$ cat config.mk
export PLATFORM = sky130hd
export DESIGN_NAME = id_ex_stage_skid
export DESIGN_NICKNAME = d
export VERILOG_FILES = /design/src/rtl/id_ex_stage_skid.sv
export SDC_FILE = /design/constraint.sdc
export NUM_CORES = 1
export LEC_CHECK = 0
export ABC_AREA = 0
export CORE_MARGIN = 4
export CORE_UTILIZATION = 40
export DETAILED_ROUTE_END_ITERATION = 16
export PLACE_DENSITY = 0.75
export RECOVER_POWER = 100
export SYNTH_ARGS = -nofsm -noshare
export SYNTH_HDL_FRONTEND = slang
export SYNTH_SLANG_ARGS = --single-unit
$ cat constraint.sdc
create_clock -name i_clk -period 21.7 [get_ports i_clk]
set_clock_uncertainty 0.15 [all_clocks]
set_input_delay 2.17 -clock i_clk [delete_from_list [all_inputs] [get_ports i_clk]]
set_output_delay 2.17 -clock i_clk [all_outputs]
set_load 0.02 [all_outputs]
$ cat src/rtl/id_ex_stage_skid.sv
`default_nettype none
// ============================================================================
// Module      : id_ex_stage_skid
// Description : Two-entry elastic pipeline stage (head + skid register) with
//               valid/ready handshake, flush-driven bubble insertion, debug
//               step freeze and a saturating count of flushed entries.
//               Generic payload: a control bus (zeroed whenever its entry is
//               not valid) and a data bus (held unless explicitly cleared).
// Revision    : 1.0 - initial release
// ----------------------------------------------------------------------------
// Ports
//   i_clk          clock, rising edge
//   i_rst          asynchronous active-high reset
//   i_step_en      debug step enable; 0 freezes all transfers
//   i_flush        synchronous flush; discards every held entry
//   i_valid        upstream entry valid
//   o_ready        stage can accept an entry this cycle
//   i_ctrl         upstream control payload  [CTRL_W]
//   i_data         upstream data payload     [DATA_W]
//   o_valid        head entry valid (registered)
//   i_ready        downstream accepts the head entry
//   o_ctrl         head control payload      [CTRL_W]
//   o_data         head data payload         [DATA_W]
//   o_occupancy    number of held entries (0, 1 or 2)
//   o_bubble_cnt   saturating count of valid entries discarded by flush
// ============================================================================
module id_ex_stage_skid #(
    parameter int unsigned CTRL_W              = 24,
    parameter int unsigned DATA_W              = 122,
    parameter int unsigned CNT_W               = 16,
    parameter bit          CLEAR_DATA_ON_FLUSH = 1'b0
) (
    input  logic              i_clk,
    input  logic              i_rst,
    input  logic              i_step_en,
    input  logic              i_flush,
    input  logic              i_valid,
    output logic              o_ready,
    input  logic [CTRL_W-1:0] i_ctrl,
    input  logic [DATA_W-1:0] i_data,
    output logic              o_valid,
    input  logic              i_ready,
    output logic [CTRL_W-1:0] o_ctrl,
    output logic [DATA_W-1:0] o_data,
    output logic [1:0]        o_occupancy,
    output logic [CNT_W-1:0]  o_bubble_cnt
);

    // State encoding equals the number of held entries so that the
    // occupancy output is the state register itself.
    typedef enum logic [1:0] {
        S_EMPTY = 2'd0,
        S_ONE   = 2'd1,
        S_TWO   = 2'd2
    } state_t;

    localparam logic [CNT_W-1:0] c_cnt_max = '1;

    // ------------------------------------------------------------------
    // Registers
    // ------------------------------------------------------------------
    state_t              r_state;
    logic                r_head_valid;
    logic [CTRL_W-1:0]   r_head_ctrl;
    logic [DATA_W-1:0]   r_head_data;
    logic                r_skid_valid;
    logic [CTRL_W-1:0]   r_skid_ctrl;
    logic [DATA_W-1:0]   r_skid_data;
    logic [CNT_W-1:0]    r_bubble_cnt;

    // ------------------------------------------------------------------
    // Next-state wires
    // ------------------------------------------------------------------
    state_t              w_state_nxt;
    logic                w_head_valid_nxt;
    logic [CTRL_W-1:0]   w_head_ctrl_nxt;
    logic [DATA_W-1:0]   w_head_data_nxt;
    logic                w_skid_valid_nxt;
    logic [CTRL_W-1:0]   w_skid_ctrl_nxt;
    logic [DATA_W-1:0]   w_skid_data_nxt;
    logic [CNT_W-1:0]    w_bubble_cnt_nxt;

    logic                w_accept;
    logic                w_drain;
    logic [1:0]          w_discard;
    logic [CNT_W:0]      w_cnt_sum;

    // Ready depends only on registered state, reset and the step enable so
    // that no combinational path exists from i_valid or i_ready to o_ready.
    assign o_ready  = ~i_rst & i_step_en & ~r_skid_valid;

    assign w_accept = i_valid & o_ready;
    assign w_drain  = r_head_valid & i_ready & i_step_en;

    // ------------------------------------------------------------------
    // Bubble counter: a head leaving downstream in the flush cycle is
    // consumed, not discarded, so only the remaining entries are counted.
    // The sum is one bit wider so overflow is visible and clamps.
    // ------------------------------------------------------------------
    always_comb begin
        w_discard = 2'd0;
        if (i_flush) begin
            w_discard = {1'b0, r_head_valid & ~w_drain} + {1'b0, r_skid_valid};
        end
    end

    assign w_cnt_sum = {1'b0, r_bubble_cnt} + (CNT_W+1)'(w_discard);

    always_comb begin
        w_bubble_cnt_nxt = w_cnt_sum[CNT_W-1:0];
        if (w_cnt_sum[CNT_W]) begin
            w_bubble_cnt_nxt = c_cnt_max;
        end
    end

    // ------------------------------------------------------------------
    // Next-state and payload steering
    // ------------------------------------------------------------------
    always_comb begin
        w_state_nxt      = r_state;
        w_head_valid_nxt = r_head_valid;
        w_head_ctrl_nxt  = r_head_ctrl;
        w_head_data_nxt  = r_head_data;
        w_skid_valid_nxt = r_skid_valid;
        w_skid_ctrl_nxt  = r_skid_ctrl;
        w_skid_data_nxt  = r_skid_data;

        if (i_flush) begin
            // Flush wins over accept, drain and freeze; an input offered in
            // the same cycle is dropped.
            w_state_nxt      = S_EMPTY;
            w_head_valid_nxt = 1'b0;
            w_head_ctrl_nxt  = '0;
            w_skid_valid_nxt = 1'b0;
            w_skid_ctrl_nxt  = '0;
            if (CLEAR_DATA_ON_FLUSH) begin
                w_head_data_nxt = '0;
                w_skid_data_nxt = '0;
            end
        end else begin
            case (r_state)
                S_EMPTY: begin
                    if (w_accept) begin
                        w_state_nxt      = S_ONE;
                        w_head_valid_nxt = 1'b1;
                        w_head_ctrl_nxt  = i_ctrl;
                        w_head_data_nxt  = i_data;
                    end
                end

                S_ONE: begin
                    if (w_accept && w_drain) begin
                        // Pass-through: head replaced in the same cycle.
                        w_head_ctrl_nxt  = i_ctrl;
                        w_head_data_nxt  = i_data;
                    end else if (w_accept) begin
                        // Downstream stalled: park the new entry in skid.
                        w_state_nxt      = S_TWO;
                        w_skid_valid_nxt = 1'b1;
                        w_skid_ctrl_nxt  = i_ctrl;
                        w_skid_data_nxt  = i_data;
                    end else if (w_drain) begin
                        w_state_nxt      = S_EMPTY;
                        w_head_valid_nxt = 1'b0;
                        w_head_ctrl_nxt  = '0;
                    end
                end

                S_TWO: begin
                    // o_ready is low here, so only the drain path exists.
                    if (w_drain) begin
                        w_state_nxt      = S_ONE;
                        w_head_ctrl_nxt  = r_skid_ctrl;
                        w_head_data_nxt  = r_skid_data;
                        w_skid_valid_nxt = 1'b0;
                        w_skid_ctrl_nxt  = '0;
                    end
                end

                default: begin
                    // Unused encoding: recover to a clean empty stage.
                    w_state_nxt      = S_EMPTY;
                    w_head_valid_nxt = 1'b0;
                    w_head_ctrl_nxt  = '0;
                    w_skid_valid_nxt = 1'b0;
                    w_skid_ctrl_nxt  = '0;
                end
            endcase
        end
    end

    // ------------------------------------------------------------------
    // State register
    // ------------------------------------------------------------------
    always_ff @(posedge i_clk or posedge i_rst) begin
        if (i_rst) begin
            r_state      <= S_EMPTY;
            r_head_valid <= 1'b0;
            r_head_ctrl  <= '0;
            r_head_data  <= '0;
            r_skid_valid <= 1'b0;
            r_skid_ctrl  <= '0;
            r_skid_data  <= '0;
            r_bubble_cnt <= '0;
        end else begin
            r_state      <= w_state_nxt;
            r_head_valid <= w_head_valid_nxt;
            r_head_ctrl  <= w_head_ctrl_nxt;
            r_head_data  <= w_head_data_nxt;
            r_skid_valid <= w_skid_valid_nxt;
            r_skid_ctrl  <= w_skid_ctrl_nxt;
            r_skid_data  <= w_skid_data_nxt;
            r_bubble_cnt <= w_bubble_cnt_nxt;
        end
    end

    // ------------------------------------------------------------------
    // Outputs
    // ------------------------------------------------------------------
    assign o_valid      = r_head_valid;
    assign o_ctrl       = r_head_ctrl;
    assign o_data       = r_head_data;
    assign o_occupancy  = r_state;
    assign o_bubble_cnt = r_bubble_cnt;

endmodule

`default_nettype wire

==> results.toml, run 1 <==
[run_status]
outcome = "finished with violations"
violations = "max-capacitance violations, max-slew violations"

[global_routing]
grtUsageTotal_pct = 18.2
grt_use_met1_pct = 24.3
grt_most_used_layer = "met2"
grt_first_pass_wirelength_mm = 57.0
grt_pass1_vias = 10300
gr-usage-met3_pct = 4.08
use_met2_pct = 29.5
grt_max_degree = 103
grt_overflow = 0
antenna_found_initial = 4

[timing]
min_period_over_period_pct = 53.6
hold_violations = 0
worst_pin_slew_ns = 4.58
fin_crit_ns = 11.63
slew_viol_final = 744
setup_violations = 0
grt_setup_unrepaired = "no"
max-slew-margin-rel_pct = -207
finalSetupTns_ns = 0
setup_ws_ns = 10.07
hold_ws_ns = 0.332
max_freq_ghz = 0.0860

[die]
initial_core_util_pct = 41.0
pin_count = 318
die_w_um = 194
die_h_um = 194
die-area_mm2 = 0.0377
core_region_area_mm2 = 0.0339
row_count = 67

[synthesis]
synth-edff-count = 0
ys_top_cells_by_count = "nand2_1 (384), dfrtp_1 (312), mux2_2 (165), mux2_1 (80), a22o_1 (48)"
synthArstFlopShare_pct = 100
synth_cell_types = 46
synth_area_per_cell_um2 = 11.6
synth_area_leaders = "dfrtp_1 (56%), mux2_2 (13%), nand2_1 (10%)"
ys_warn_count = 0
netlist_area_mm2 = 0.0139
synth_top_area_share_pct = 56.3
ys_ff_latch = 312
synth_fp_nets = 1355
yosysSeqAreaShare_pct = 56.3
synthFlopType = "dfrtp_1"
synth_most_common_cell = "nand2_1"
synth_top_cell_by_area = "dfrtp_1"
netlist_instances = 1199

[routing]
first_pass_iters = 5
avgRoutedWirePerCell_um = 18.0
final_antenna_net_count = 0
totalWireLength_mm = 35.4
drt_iter0_drc = 488
vias = 10100
drc = 0
via_per_inst = 5.13

[clock_network]
cts_num_sinks = 312
insertion_delay_ns = 0.49
post_cts_resized = 0
ctsLongestPathBuffers = 3
cts-root-buf = "clkbuf_16"
cts_tree = "built"
cts_setup_buffers = 0
clk_pin_slew_ns = 0.06
hold_buffers = 0
cts_inserted_buffers = 36
htreeDepth = 2

[final_layout]
fin_area_mm2 = 0.0185
fill_cells = 2924
drive_gt1_share_pct = 15.2
regArea_mm2 = 0.00781
final-instance-count-excl-fill = 1963
syn_to_final_growth_pct = 33.2
post-route-util_pct = 54.6
multi_input_area_mm2 = 0.00565
nets = 1647

[critical_path]
endpoint_kind = "asynchronous set/reset pin"
timing.rr.start = "o_occupancy[0]"
crit_arrival_ns = 11.14
cp.required_ns = 21.21
r2r_cells = 7
critPathKind = "in2async"
r2r_setup_slack_ns = 11.46
r2r_end = "o_data[109]"
start_kind = "input pin"
cp_max_fo = 102

[min_path]
hold-path-cell-count = 1
hold_class = "reg2reg"
holdCritStartpoint = "o_data[68]"
hold_end = "o_data[68]"

[placement]
dp_slack_ns = 15.69
port_buffers = 317
place_hpwl_mm = 22.8
placed_cell_area_mm2 = 0.0174
routabilityCongestion = 0.787
numPlacedInstances = 1901

[power_and_ir_drop]
pwr-share-seq_pct = 42.9
ir_drop_mv = 0.0650
leakage_nw = 8.84
netSwitchingFraction_pct = 27.1
clockPowerShare_pct = 36.1
p_int_mw = 1.24
power_mw = 1.70
powerDensity_mw_per_mm2 = 92.2
pwr-share-comb_pct = 21.0
p_switching_mw = 0.462

[run]
max-cap-violations = 13
==> critical path, stage by stage <==
cell and delay (ns):
dlygate4sd3_1 0.59, clkinvlp_2 2.57, clkbuf_1 2.72, clkbuf_1 2.97
==> state kept, by name, summed over array words and instances (netlist names) <==
| register | count |
|---|---|
| o_valid | 1 |
| o_ctrl | 24 |
| r_skid_ctrl | 24 |
| r_skid_data | 122 |
| o_occupancy | 2 |
| r_skid_valid | 1 |
| o_bubble_cnt | 16 |
| o_data | 122 |
==> cells in the final DEF, fill, tap and decap left out, drive strengths merged, types with 4 or more instances in the layout <==
cell type      Yosys  routed
nand2            384     384
dfrtp            312     312
mux2             245     245
dlygate4sd3        0     166
clkdlybuf4s50      0     151
clkbuf            27      57
a22o              48      48
o2bb2ai           25      25
mux2i             24      24
nor2              10      10
nand3              9       9
xnor2              6       6
nor3               5       5
nand2b             5       5
bufinv             0       5
buf               50       5
diode              0       4
a21oi              4       4
o21ai              4       4
xor2               4       4
inv                5       4
clkinv             0       4
==> final cells by class <==
cell class / count / share of cell area [%]
clock inverters: 10 / 0.961
clock buffers: 48 / 5.50
diodes: 4 / 0.0541
inverters: 5 / 0.108
multi-input cells: 805 / 30.5
well taps: 448 / 3.03
flip-flops and latches: 312 / 42.2
repair buffers: 331 / 17.6
==> worst max-delay path by stage <==
stage               slack, ns  cells after the start              end   from
global placement        15.71                      3          o_ready  i_rst
finish                  10.07                      4  r_skid_data[34]  i_rst
floorplan               10.75                      1  o_bubble_cnt[0]  i_rst
detailed placement      15.69                      3          o_ready  i_rst
global route             8.06                      4  r_skid_data[44]  i_rst
CTS                     15.69                      3          o_ready  i_rst
==> kinds of logic after synthesis <==
logic type                 synth area share, %
and+or+nand+nor                           12.4
xor gates and xnor gates                 0.631
muxes                                     21.6
buffers and inverters                     3.06
AOI/OAI and AO/OA                         5.68
adders and majority gates                0.415
DFF                                       56.3
==> power groups by stage <==
stage               registers, mW  clock network [mW]  logic (mW)
finish                      0.731               0.615       0.358
global route                0.743               0.657       0.384
CTS                         0.735               0.633       0.387
detailed placement          0.743                   0       0.385
global placement            0.739                   0       0.378
floorplan                   0.810                   0       0.111
==> metal layers <==
layer	part of all wire, %	vias up
met5	0	-
met4	2.7	0
met3	5.7	64
met2	48	294
met1	43	5048
li1	-	4661
(Power assumes the default switching activity.)
==> run 2, diff against run 1 <==
==> constraint.sdc (replaced) <==
create_clock -name i_clk -period 10.74 [get_ports i_clk]
set_clock_uncertainty 0.15 [all_clocks]
set_input_delay 1.074 -clock i_clk [delete_from_list [all_inputs] [get_ports i_clk]]
set_output_delay 1.074 -clock i_clk [all_outputs]
set_load 0.02 [all_outputs]
==> results.toml, run 2 (same netlist as run 1, synthesis figures left out) <==
[timing]
finalSetupTns_ns = 0
setup_violations = 0
max-slew-margin-rel_pct = -197
grt_setup_unrepaired = "no"
hold_ws_ns = 0.331
slew_viol_final = 477
worst_pin_slew_ns = 4.43
setup_ws_ns = 3.97
hold_violations = 0
fin_crit_ns = 6.77
max_freq_ghz = 0.148
min_period_over_period_pct = 63.0

[placement]
routabilityCongestion = 0.793
port_buffers = 317
place_hpwl_mm = 23.2
placed_cell_area_mm2 = 0.0174
dp_slack_ns = 6.05
numPlacedInstances = 1901

[clock_network]
cts_tree = "built"
htreeDepth = 2
insertion_delay_ns = 0.50
cts-root-buf = "clkbuf_16"
post_cts_resized = 0
cts_setup_buffers = 0
hold_buffers = 0
clk_pin_slew_ns = 0.06
ctsLongestPathBuffers = 3
cts_inserted_buffers = 35
cts_num_sinks = 312

[power_and_ir_drop]
ir_drop_mv = 0.147
power_mw = 3.39
powerDensity_mw_per_mm2 = 183
leakage_nw = 8.83

[final_layout]
fill_cells = 2880
most-common-layout-cells = "nand2_1 (384), dfrtp_1 (311), dlygate4sd3_1 (166)"
post-route-util_pct = 54.5
final_common_cell = "nand2_1"
drive_gt1_share_pct = 15.5
final-instance-count-excl-fill = 1967
fin_area_mm2 = 0.0185
syn_to_final_growth_pct = 33.0
nets = 1646

[routing]
first_pass_iters = 5
met2_length_mm = 17.1
top_layer = "met4"
drc = 0
totalWireLength_mm = 35.7
via_per_inst = 5.12
wl_met3_mm = 2.37
wl_met1_mm = 15.0
vias = 10100
avgRoutedWirePerCell_um = 18.2
drt_iter0_drc = 599
final_antenna_net_count = 0

[die]
row_count = 67
core_region_area_mm2 = 0.0339
die_h_um = 194
die_w_um = 194
initial_core_util_pct = 41.0
die-area_mm2 = 0.0377
pin_count = 318

[global_routing]
grt_first_pass_wirelength_mm = 57.6
grt_max_degree = 103
grt_pass1_vias = 10700
grt_overflow = 0
antenna_found_initial = 4
grtUsageTotal_pct = 18.4

[run_status]
outcome = "finished with violations"
violations = "max-capacitance violations, max-slew violations"

[critical_path]
cp_max_fo = 74
crit_chain = "clkbuf_1, nor2b_4, clkbuf_1, clkbuf_1, o21ai_0, o2bb2ai_1"
crit_arrival_ns = 7.03
cp_slowest_cell = "clkbuf_1"
critPathKind = "reg2reg"
endpoint_kind = "flip-flop"
start_kind = "flip-flop"
cp_top_family = "buffers and inverters"
cp.buffers_inverters = 3
cp.required_ns = 11.00
slowest_delay_ns = 2.73
cp_common_cell = "clkbuf_1"

[min_path]
hold_class = "reg2reg"

[run]
max-cap-violations = 9
## run 2: path summary, 6_finish.rpt
kind / to / from / cells after the start / slack, ns
setup / recovery: o_occupancy[0] / o_occupancy[0] / 6 / 3.97
min in group asynchronous: o_ctrl[6] / i_rst / 2 / 2.22
hold / removal: o_data[9] / o_data[9] / 1 / 0.33
max in group asynchronous: r_skid_data[81] / i_rst / 4 / 5.00
hold reg to reg: o_data[9] / o_data[9] / 1 / 0.33
setup reg to reg: o_occupancy[0] / o_occupancy[0] / 6 / 3.97
## run 2: power breakdown
part / internal, mW / total, mW / switching, mW
sequential: 1.37 / 1.48 / 0.111
clock: 0.716 / 1.18 / 0.465
combinational: 0.360 / 0.726 / 0.366
total: 2.44 / 3.39 / 0.942
## run 2: cell type report
class / count / area, µm² / area share (%)
multi-input combinational: 805 / 5660 / 30.7
clock inverter: 14 / 150 / 0.814
inverter: 5 / 20.0 / 0.108
tap: 448 / 561 / 3.04
antenna: 4 / 10.0 / 0.0542
sequential: 312 / 7810 / 42.3
clock buffer: 48 / 987 / 5.35
timing repair buffer: 331 / 3260 / 17.7
## run 2: layer usage
layer  GRT usage [%]  vias up
li1                -     4655
met4            7.08        0
met3            4.21       74
met1            23.7     5037
met5               0        -
met2            30.5      314
==> run 3, diff against run 2 <==
--- a/config.mk
+++ b/config.mk
@@ -9,7 +9,7 @@
 export CORE_MARGIN = 4
 export CORE_UTILIZATION = 40
 export DETAILED_ROUTE_END_ITERATION = 16
-export PLACE_DENSITY = 0.75
+export PLACE_DENSITY = 0.78
 export RECOVER_POWER = 100
 export SYNTH_ARGS = -nofsm -noshare
 export SYNTH_HDL_FRONTEND = slang
==> constraint.sdc (replaced) <==
create_clock -name i_clk -period 5.8 [get_ports i_clk]
set_clock_uncertainty 0.15 [all_clocks]
set_input_delay 0.58 -clock i_clk [delete_from_list [all_inputs] [get_ports i_clk]]
set_output_delay 0.58 -clock i_clk [all_outputs]
set_load 0.02 [all_outputs]
==> results.toml, run 3 (same netlist as run 1, synthesis figures left out) <==
[run_status]
outcome = "finished with violations"
violations = "max-capacitance violations, max-slew violations"

[critical_path]
start_kind = "flip-flop"
critPathKind = "reg2reg"
endpoint_kind = "flip-flop"
cp_max_fo = 122
cp.required_ns = 6.01
crit_arrival_ns = 4.34

[routing]
final_antenna_net_count = 0
avgRoutedWirePerCell_um = 18.1
drt_iter0_drc = 477
totalWireLength_mm = 35.6
via_per_inst = 5.09
first_pass_iters = 5
drc = 0
vias = 9994

[placement]
port_buffers = 317
routabilityCongestion = 0.773
place_hpwl_mm = 23.2
dp_slack_ns = 2.08
placed_cell_area_mm2 = 0.0174

[final_layout]
most-common-layout-cells = "nand2_1 (384), dfrtp_1 (311), dlygate4sd3_1 (167)"
nets = 1648
syn_to_final_growth_pct = 33.7
regArea_mm2 = 0.00781
post-route-util_pct = 54.8
fill_cells = 2832
fin_area_mm2 = 0.0185
drive_gt1_share_pct = 16.0
multi_input_area_mm2 = 0.00566
final_common_cell = "nand2_1"

[timing]
fin_crit_ns = 4.13
min_period_over_period_pct = 71.2
max-slew-margin-rel_pct = -81.1
setup_ws_ns = 1.67
slew_viol_final = 146
max_freq_ghz = 0.242
hold_violations = 0
setup_violations = 0
worst_pin_slew_ns = 2.72
grt_setup_unrepaired = "no"
finalSetupTns_ns = 0

[global_routing]
grtUsageTotal_pct = 18.4
grt_first_pass_wirelength_mm = 57.5
grt_pass1_vias = 10600
grt_overflow = 0
grt_max_degree = 169
antenna_found_initial = 1

[die]
core_region_area_mm2 = 0.0339
die-area_mm2 = 0.0377
die_h_um = 194
pin_count = 318
die_w_um = 194
row_count = 67
initial_core_util_pct = 41.0

[clock_network]
clk_pin_slew_ns = 0.06
insertion_delay_ns = 0.49
htreeDepth = 2
cts_setup_buffers = 0
ctsLongestPathBuffers = 3
hold_buffers = 0
cts_num_sinks = 312
cts_inserted_buffers = 36
post_cts_resized = 0
cts_tree = "built"
cts-root-buf = "clkbuf_16"

[power_and_ir_drop]
ir_drop_mv = 0.252
leakage_nw = 8.90
powerDensity_mw_per_mm2 = 342

[run]
max-cap-violations = 3

[min_path]
hold_class = "reg2reg"
## run 3: area by class of cell
class	count	share of cell area [%]
multi-input combinational	805	30.5
clock inverter	13	0.755
clock buffer	48	5.65
antenna	1	0.0135
tap	448	3.02
timing repair buffer	332	17.8
sequential	312	42.1
inverter	5	0.108
## run 3: final timing paths
check / start / endpoint / slack [ns] / depth (start not counted)
worst max-delay path: o_occupancy[0] / o_data[39] / 1.67 / 5
max in group asynchronous: i_rst / r_skid_data[34] / 4.00 / 3
min in group asynchronous: i_rst / o_bubble_cnt[12] / 0.69 / 3
worst min register to register: o_data[31] / o_data[31] / 0.33 / 1
worst max register to register: o_occupancy[0] / o_data[39] / 1.67 / 5
worst min-delay path: o_data[31] / o_data[31] / 0.33 / 1
## run 3: worst max-delay path, stage by stage, from the launching register on
cell	delay [ns]
dfrtp_1	0.33
nand2b_1	1.95
nor2_1	0.23
o21bai_4	0.28
buf_12	0.52
mux2_1	0.41
## run 3: routing by layer
| layer | wire (µm) | part of all wire [%] | GRT usage (%) |
|---|---|---|---|
| met4 | 909 | 2.6 | 5.13 |
| met2 | 17400 | 49 | 31.0 |
| met1 | 15200 | 43 | 24.1 |
| met5 | 0 | 0 | 0 |
| met3 | 1980 | 5.6 | 3.91 |
## run 3: metrics by stage
step	cells	hold slack [ns]	total power, mW
floorplan	1199	0.316	3.45
global placement	1902	0.322	4.19
detailed placement	1902	0.330	4.23
CTS	1963	0.343	6.53
global route	1964	0.350	6.65
finish	1964	0.333	6.35
## run 3: where the power goes
group / total, mW / internal [mW] / switching (mW)
clock network: 2.26 / 1.39 / 0.869
logic: 1.35 / 0.669 / 0.679
registers: 2.74 / 2.53 / 0.210
total: 6.35 / 4.59 / 1.76
